<file path="src/rtl/serial_word_shifter_if.sv">
// rtl/serial_word_shifter_if.sv - parallel word load handshake for serial_word_shifter
interface serial_word_shifter_if #(
    parameter int WIDTH = 8
);
    logic             load_valid;
    logic             load_ready;
    logic [WIDTH-1:0] load_data;

    modport master (
        output load_valid,
        output load_data,
        input  load_ready
    );

    modport slave (
        input  load_valid,
        input  load_data,
        output load_ready
    );
endinterface

</file>
<file path="src/rtl/serial_word_shifter.sv">
// rtl/serial_word_shifter.sv - serializes a parallel word LSB-first behind a one-cycle frame clear
module serial_word_shifter #(
    parameter int WIDTH = 8
) (
    input  logic                 t_clk,
    input  logic                 rn,
    serial_word_shifter_if.slave load,
    output logic                 i,
    output logic                 r,
    output logic                 bit_valid,
    output logic                 bit_last,
    output logic                 busy
);
    localparam int CW = $clog2(WIDTH);
    localparam logic [CW-1:0] LAST = CW'(WIDTH - 1);

    typedef enum logic [1:0] {
        IDLE  = 2'd0,
        CLR   = 2'd1,
        SHIFT = 2'd2
    } state_t;

    state_t           state, state_nxt;
    logic [WIDTH-1:0] shreg, shreg_nxt;
    logic [CW-1:0]    cnt, cnt_nxt;
    logic             at_last;
    logic             accept;

    assign at_last         = (state == SHIFT) && (cnt == LAST);
    assign load.load_ready = rn && ((state == IDLE) || at_last);
    assign accept          = load.load_valid && load.load_ready;

    // Outputs decode registered state only, so reset forces them immediately.
    assign i         = (state == SHIFT) && shreg[0];
    assign r         = (state != SHIFT);
    assign bit_valid = (state == SHIFT);
    assign bit_last  = at_last;
    assign busy      = (state != IDLE);

    always_ff @(posedge t_clk or negedge rn) begin
        if (!rn) begin
            state <= IDLE;
            shreg <= '0;
            cnt   <= '0;
        end else begin
            state <= state_nxt;
            shreg <= shreg_nxt;
            cnt   <= cnt_nxt;
        end
    end

    always_comb begin
        state_nxt = state;
        shreg_nxt = shreg;
        cnt_nxt   = cnt;
        case (state)
            IDLE: state_nxt = IDLE;
            CLR:  state_nxt = SHIFT;
            SHIFT: begin
                shreg_nxt = shreg >> 1;
                cnt_nxt   = cnt + CW'(1);
                if (cnt == LAST) begin
                    state_nxt = IDLE;
                    cnt_nxt   = '0;
                end
            end
            default: state_nxt = IDLE;
        endcase
        // A load overrides the final shift so back-to-back frames keep one clear cycle.
        if (accept) begin
            state_nxt = CLR;
            shreg_nxt = load.load_data;
            cnt_nxt   = '0;
        end
    end
endmodule

</file>
<file path="src/flat_wrapper.sv">
// flat-port wrapper written by rule: the top's interface ports become plain ports
module serial_word_shifter_flat 
#(
    parameter int WIDTH = 8
)
  (t_clk, rn, i, r, bit_valid, bit_last, busy, load_load_valid, load_load_data, load_load_ready);
  serial_word_shifter_if #(.WIDTH(WIDTH)) load_i ();
  input  logic t_clk;
  input  logic rn;
  output logic i;
  output logic r;
  output logic bit_valid;
  output logic bit_last;
  output logic busy;
  input wire logic [$bits(load_i.load_valid)-1:0] load_load_valid;
  input wire logic [$bits(load_i.load_data)-1:0] load_load_data;
  output wire logic [$bits(load_i.load_ready)-1:0] load_load_ready;
  assign load_i.load_valid = load_load_valid;
  assign load_i.load_data = load_load_data;
  assign load_load_ready = load_i.load_ready;
  serial_word_shifter #(.WIDTH(WIDTH)) u_core (.t_clk(t_clk), .rn(rn), .load(load_i), .i(i), .r(r), .bit_valid(bit_valid), .bit_last(bit_last), .busy(busy));
endmodule
</file>
<file path="config.mk">
export PLATFORM = sky130hd
export DESIGN_NAME = serial_word_shifter_flat
export DESIGN_NICKNAME = d
export VERILOG_FILES = /design/src/rtl/serial_word_shifter_if.sv /design/src/rtl/serial_word_shifter.sv /design/src/flat_wrapper.sv
export SDC_FILE = /design/constraint.sdc
export NUM_CORES = 1
export LEC_CHECK = 0
export CORE_AREA = 8 8 48 50
export CTS_CLUSTER_DIAMETER = 200
export DETAILED_ROUTE_END_ITERATION = 12
export DIE_AREA = 0 0 56 58
export HOLD_SLACK_MARGIN = 0.02
export PLACE_DENSITY = 0.72
export REMOVE_ABC_BUFFERS = 1
export SLEW_MARGIN = 20
export SYNTH_ARGS = -nofsm -noshare
export SYNTH_HDL_FRONTEND = slang
export SYNTH_SLANG_ARGS = --single-unit
</file>
<file path="constraint.sdc">
create_clock -name t_clk -period 2.5 [get_ports t_clk]
set_input_delay 0.5 -clock t_clk [delete_from_list [all_inputs] [get_ports t_clk]]
set_output_delay 0.5 -clock t_clk [all_outputs]
set_load 0.01 [all_outputs]
</file>
==> results.tsv <==
stage	metric	value	unit
worst_setup_path	worst reg2reg path depth	6	
power	Leakage	0.432	nW
synthesis	#FFs+latches synth	13	
synthesis	EDFF count, synth	0	
cells_and_area	area occupied by multi-input gates	328	µm²
sta	post-layout minimum cycle time	2.18	ns
synthesis	mapped cell area	678	µm²
sta	Max Slew Vio Count	0	
floorplanning	Die ar.	0.00325	mm²
global_route	Remaining Overflow, GRT	0	
clock_tree	clock root buffer	clkbuf_4	
detailed_routing	DRC	0	
floorplanning	core box area	0.00161	mm²
synthesis	distinct cell type count after synthesis	22	
global_route	first-pass GRT wire length	2.11	mm
floorplanning	row count	15	
synthesis	Yosys warning count	0	
sta	Hold Violations, Final	0	
synthesis	Syn Inst Count	52	
detailed_routing	routed vias/inst	5.02	
cells_and_area	final core utilization	55.1	%
place	routability cong.	0.763	
sta	unrepaired setup endpoints after global routing	no	
place	post-placement setup slack	0.307	ns
worst_setup_path	CP arrival	1.68	ns
sta	final setup violation count	0	
power	pwr dens	1100	mW/mm²
detailed_routing	DR iter-0 viols	1	
worst_hold_path	Hold Crit Depth	1	
clock_tree	Clock Path Buffers	2	
synthesis	top cells by area, synth	dfrtp_1 (48%), mux2_2 (17%), mux2_4 (8.9%), ha_1 (3.7%), a31o_2 (2.6%)	
worst_hold_path	Worst Hold Class	reg2reg	
sta	final critical-path share of the clock period	87.2	%
run	max-cap violations	0	
clock_tree	CTS tree	built	
clock_tree	post-CTS sizing	0	
cells_and_area	Seq. cell area	325	µm²
synthesis	async set or reset register ratio after synthesis	100	%
sta	Fmax	458	MHz
sta	Final WS setup	0.319	ns
synthesis	cell taking the most area after synthesis	dfrtp_1	
worst_setup_path	CP required	2.00	ns
place	post-detail-place hpwl	923	µm
cells_and_area	nets	86	
run_status	status	finished, final reports clean	
power	Peak VDD IR	0.000487	V
synthesis	most common cell in the netlist	dfrtp_1	
worst_setup_path	crit path launch type	flop	
clock_tree	clk_lat worst skew	0.27	ns
cells_and_area	fin cells	89	
global_route	GRT Util Overall	8.06	%
clock_tree	CTS Buf Count	3	
worst_setup_path	Critical Setup Path Class	reg2out	
clock_tree	H-tree level count	1	
detailed_routing	DR vias	447	
cells_and_area	Layout fillers	144	
sta	setup TNS	0	ns
detailed_routing	1st-pass router iterations	2	
floorplanning	Die Span Y	58	µm
global_route	initial antenna violation count	0	
synthesis	post-synth top area share	48.0	%
cells_and_area	fraction of layout cells with a size suffix above 1	34.7	%
power	Power, Total	975	µW
floorplanning	initial core utilization	42.0	%
global_route	vias in the first global route	457	
clock_tree	clock sink count	13	
place	placed insts	85	
synthesis	sequential share of the synthesized area	48.0	%
floorplanning	# IOs	17	
cells_and_area	Ant. Diodes	0	
clock_tree	hold_buf cts	0	
worst_setup_path	Crit. End Element	output port	
clock_tree	Setup Fix Bufs, Post-CTS	0	
global_route	largest net degree at the start of global routing	15	
detailed_routing	Total Routed Length	1.24	mm
sta	clock skew	0.00285	ns
synthesis	Syn Area/Cell	13.0	µm²
synthesis	synth cell count leaders	dfrtp_1 (13), mux2_2 (10), mux2_4 (4)	
sta	Worst-Margin Slew	0.260	ns
cells_and_area	Layout area overhead	31.2	%
clock_tree	Reg clk slew, reported paths	0.08	ns
sta	Slew HR	82.7	%
detailed_routing	routed wire length per instance	13.9	µm
detailed_routing	antenna violation net count after detailed routing	0	
synthesis	Main synth FF type	dfrtp_1	
place	IO Port Bufs	16	
worst_setup_path	CP max FO	5	
floorplanning	chip width	56	µm
[state kept, by name, indices dropped and copies added, names as in the netlist]
name and cells:
u_core.shreg 8, u_core.cnt 3, u_core.state 2
[worst paths after layout]
check	start	end	slack, ns
hold reg to reg	u_core.cnt[1]	u_core.cnt[1]	0.52
setup / recovery	u_core.cnt[0]	bit_last	0.32
max in group asynchronous	rn	u_core.shreg[4]	1.77
hold / removal	u_core.cnt[1]	u_core.cnt[1]	0.52
min in group asynchronous	rn	u_core.cnt[0]	0.56
setup reg to reg	u_core.cnt[0]	u_core.shreg[4]	0.68
[cell usage in the layout, fill, tap and decap left out, drive strengths merged, types with 2 or more instances in the layout]
cell           instances
dfrtp                 13
inv                    3
and2                   2
a31o                   2
ha                     2
nand2                  3
clkbuf                 4
mux2                  14
buf                    2
clkdlybuf4s50         15
[logic make-up (layout without fill, tap and decap cells)]
| family | after synthesis | count (layout) | synth area share, % |
|---|---|---|---|
| mux | 15 | 15 | 26.9 |
| flops | 13 | 13 | 48.0 |
| simple gates | 13 | 13 | 12.9 |
| buf+inv | 5 | 25 | 4.06 |
| compound gates | 4 | 4 | 4.43 |
| fa+ha+maj | 2 | 2 | 3.69 |
[metal layers]
metal,vias to the layer above,track usage (%),part of all wire [%]
met4,0,5.15,1.1
met1,211,9.59,46
met3,2,3.49,4.6
met2,13,11.6,48
met5,-,0,0
li1,221,-,-
[final cells by class]
type | count | share of cell area (%)
multi-input cells | 34 | 36.8
well taps | 17 | 2.39
inverters | 3 | 1.27
flip-flops and latches | 13 | 36.6
repair buffers | 18 | 20.0
clock buffers | 4 | 2.95
[per-stage QoR]
stage | hold WS (ns) | cell area (µm²)
5_1_grt | 0.539 | 890
3_5_place_dp | 0.505 | 858
3_3_place_gp | 0.510 | 858
6_report | 0.519 | 890
4_1_cts | 0.524 | 885
2_1_floorplan | 0.204 | 662
[where the power goes]
group | internal [mW] | switching (mW) | leakage, nW
clock | 0.0617 | 0.0642 | 0.0150
combinational | 0.315 | 0.172 | 0.255
sequential | 0.307 | 0.0548 | 0.162
total | 0.684 | 0.291 | 0.432
[worst max-delay path, cell delays in order, from the launching register on]
cell and delay, ns:
dfrtp_1 0.40, ha_1 0.21, ha_2 0.20, and2_1 0.13, clkdlybuf4s50_1 0.47
Note: power is estimated with default switching activity, not from simulation.
==> patch, RTL diff (same settings) <==
`WIDTH` is set to 8 in 3 places; all go to 4.
--- a/src/rtl/serial_word_shifter_if.sv
+++ b/src/rtl/serial_word_shifter_if.sv
@@ -1,6 +1,6 @@
 // rtl/serial_word_shifter_if.sv - parallel word load handshake for serial_word_shifter
 interface serial_word_shifter_if #(
-    parameter int WIDTH = 8
+    parameter int WIDTH = 4
 );
     logic             load_valid;
     logic             load_ready;
--- a/src/rtl/serial_word_shifter.sv
+++ b/src/rtl/serial_word_shifter.sv
@@ -1,6 +1,6 @@
 // rtl/serial_word_shifter.sv - serializes a parallel word LSB-first behind a one-cycle frame clear
 module serial_word_shifter #(
-    parameter int WIDTH = 8
+    parameter int WIDTH = 4
 ) (
     input  logic                 t_clk,
     input  logic                 rn,
--- a/src/flat_wrapper.sv
+++ b/src/flat_wrapper.sv
@@ -1,7 +1,7 @@
 // flat-port wrapper written by rule: the top's interface ports become plain ports
 module serial_word_shifter_flat 
 #(
-    parameter int WIDTH = 8
+    parameter int WIDTH = 4
 )
   (t_clk, rn, i, r, bit_valid, bit_last, busy, load_load_valid, load_load_data, load_load_ready);
   serial_word_shifter_if #(.WIDTH(WIDTH)) load_i ();
Interface: changed (resized load_load_data); port bits go from 17 to 13. The function was not compared with the original's and may differ.
==> patch against the unedited design <==
Largest power group unchanged; critical path type unchanged; power decreased by 35%; sequential cell count decreased by 5; synthesized area decreased by 38%; wire length decreased by 36%; register-to-register slack improved by 0.30 ns; setup slack got worse by 0.085 ns; critical path depth unchanged; design area decreased by 33%.
==> patch: results (changes against the unedited design) <==
| Metric | Value |
|---|---|
| Clock power share | 16.1% (was 12.9%) |
| Worst Path Arrival | 1.77 ns (was 1.68 ns) |
| CP max FO | 4 (was 5) |
| Seq pwr share | 34.3% (was 37.1%) |
| Status | finished, final reports clean (unchanged) |
| Slew headroom | 81.58% (was 82.67%) |
| Most frequent cells after synthesis | dfrtp_1 (8), mux2_1 (3), mux2_4 (3), nand2_1 (3) (was dfrtp_1 (13), mux2_2 (10), mux2_4 (4)) |
| Min-delay src | u_core.shreg[3] (was u_core.cnt[1]) |
| Leak | 0.0002936 uW (was 0.0004315 uW) |
| Initial DRC Count | 2 (was 1) |
| Place WS | 0.3366 ns (was 0.3070 ns) |
| Worst-path clk slew | 0.05 ns (was 0.08 ns) |
| Hpwl dp | 603.7 um (was 923.2 um) |
| DP Area | 571.8 um^2 (was 858.3 um^2) |
| Hold Path End | u_core.shreg[3] (was u_core.cnt[1]) |
| Biggest regs | u_core.shreg (4), u_core.cnt (2), u_core.state (2) (was u_core.shreg (8), u_core.cnt (3), u_core.state (2)) |
| Largest net degree at the start of global routing | 10 (was 15) |
| Vias in the first global route | 293 (was 457) |
| First-pass GRT wire length | 1.276 mm (was 2.111 mm) |
| Sw frac | 31.19% (was 29.87%) |
| Sequential area share after synthesis | 47.34% (was 47.97%) |
| Flop2flop setup slack | 0.98 ns (was 0.68 ns) |
| Reg2reg end | u_core.shreg[2] (was u_core.shreg[4]) |
| Fin worst setup slack | 0.2341 ns (was 0.3189 ns) |
| Layout cells sized above 1 | 24.00% (was 34.72%) |
-- patch: cells by family (layout without fill, tap and decap cells) --
family,after synthesis,count (layout),synth area share (%)
AOI/OAI and AO/OA,3,3,5.029
adders and majority gates,1,1,2.958
buffers and inverters,3,19,3.256
DFF,8,8,47.34
muxes,7,7,21.00
and+or+nand+nor,12,12,20.41
-- patch: worst max-delay path by stage --
stage / slack [ns] / from / end
global placement: 0.35 / rn / load_load_ready
CTS: 0.21 / u_core.cnt[0] / load_load_ready
floorplan: 0.98 / u_core.cnt[0] / load_load_ready
detailed placement: 0.34 / rn / load_load_ready
finish: 0.23 / u_core.cnt[0] / load_load_ready
global route: 0.18 / u_core.cnt[0] / load_load_ready
-- patch: cell type report --
cell class                 instances  area (um^2)
fill                             161         1020
multi-input combinational         23        209.0
sequential                         8        200.2
timing repair buffer              13        127.6
clock buffer                       3        22.52
tap                               17        21.27
inverter                           3        13.76
-- patch: worst reg2reg max path, delay by kind of cell (launching register included) --
kind / cells / cell delay, ns
multiplexers: 1 / 0.32
flip-flops: 1 / 0.39
adder cells (fa/ha/maj): 1 / 0.23
AND/OR/NAND/NOR: 2 / 0.46
-- patch: metal layers --
metal / wire length [um] / vias up / track usage, %
met5: 0 / - / 0
met4: 41 / 0 / 7.216
met3: 78 / 5 / 4.585
met2: 345 / 10 / 6.339
met1: 325 / 133 / 5.263
li1: - / 150 / -
-- patch: metrics by stage --
stage / total power, uW / utilization (%) / hold slack [ns]
floorplan: 420.8 / - / 0.2044
global placement: 526.1 / 35.43 / 0.5133
detailed placement: 537.7 / 35.43 / 0.5196
CTS: 643.3 / 36.82 / 0.5275
global route: 682.7 / 36.82 / 0.5612
finish: 630.2 / 36.82 / 0.5240
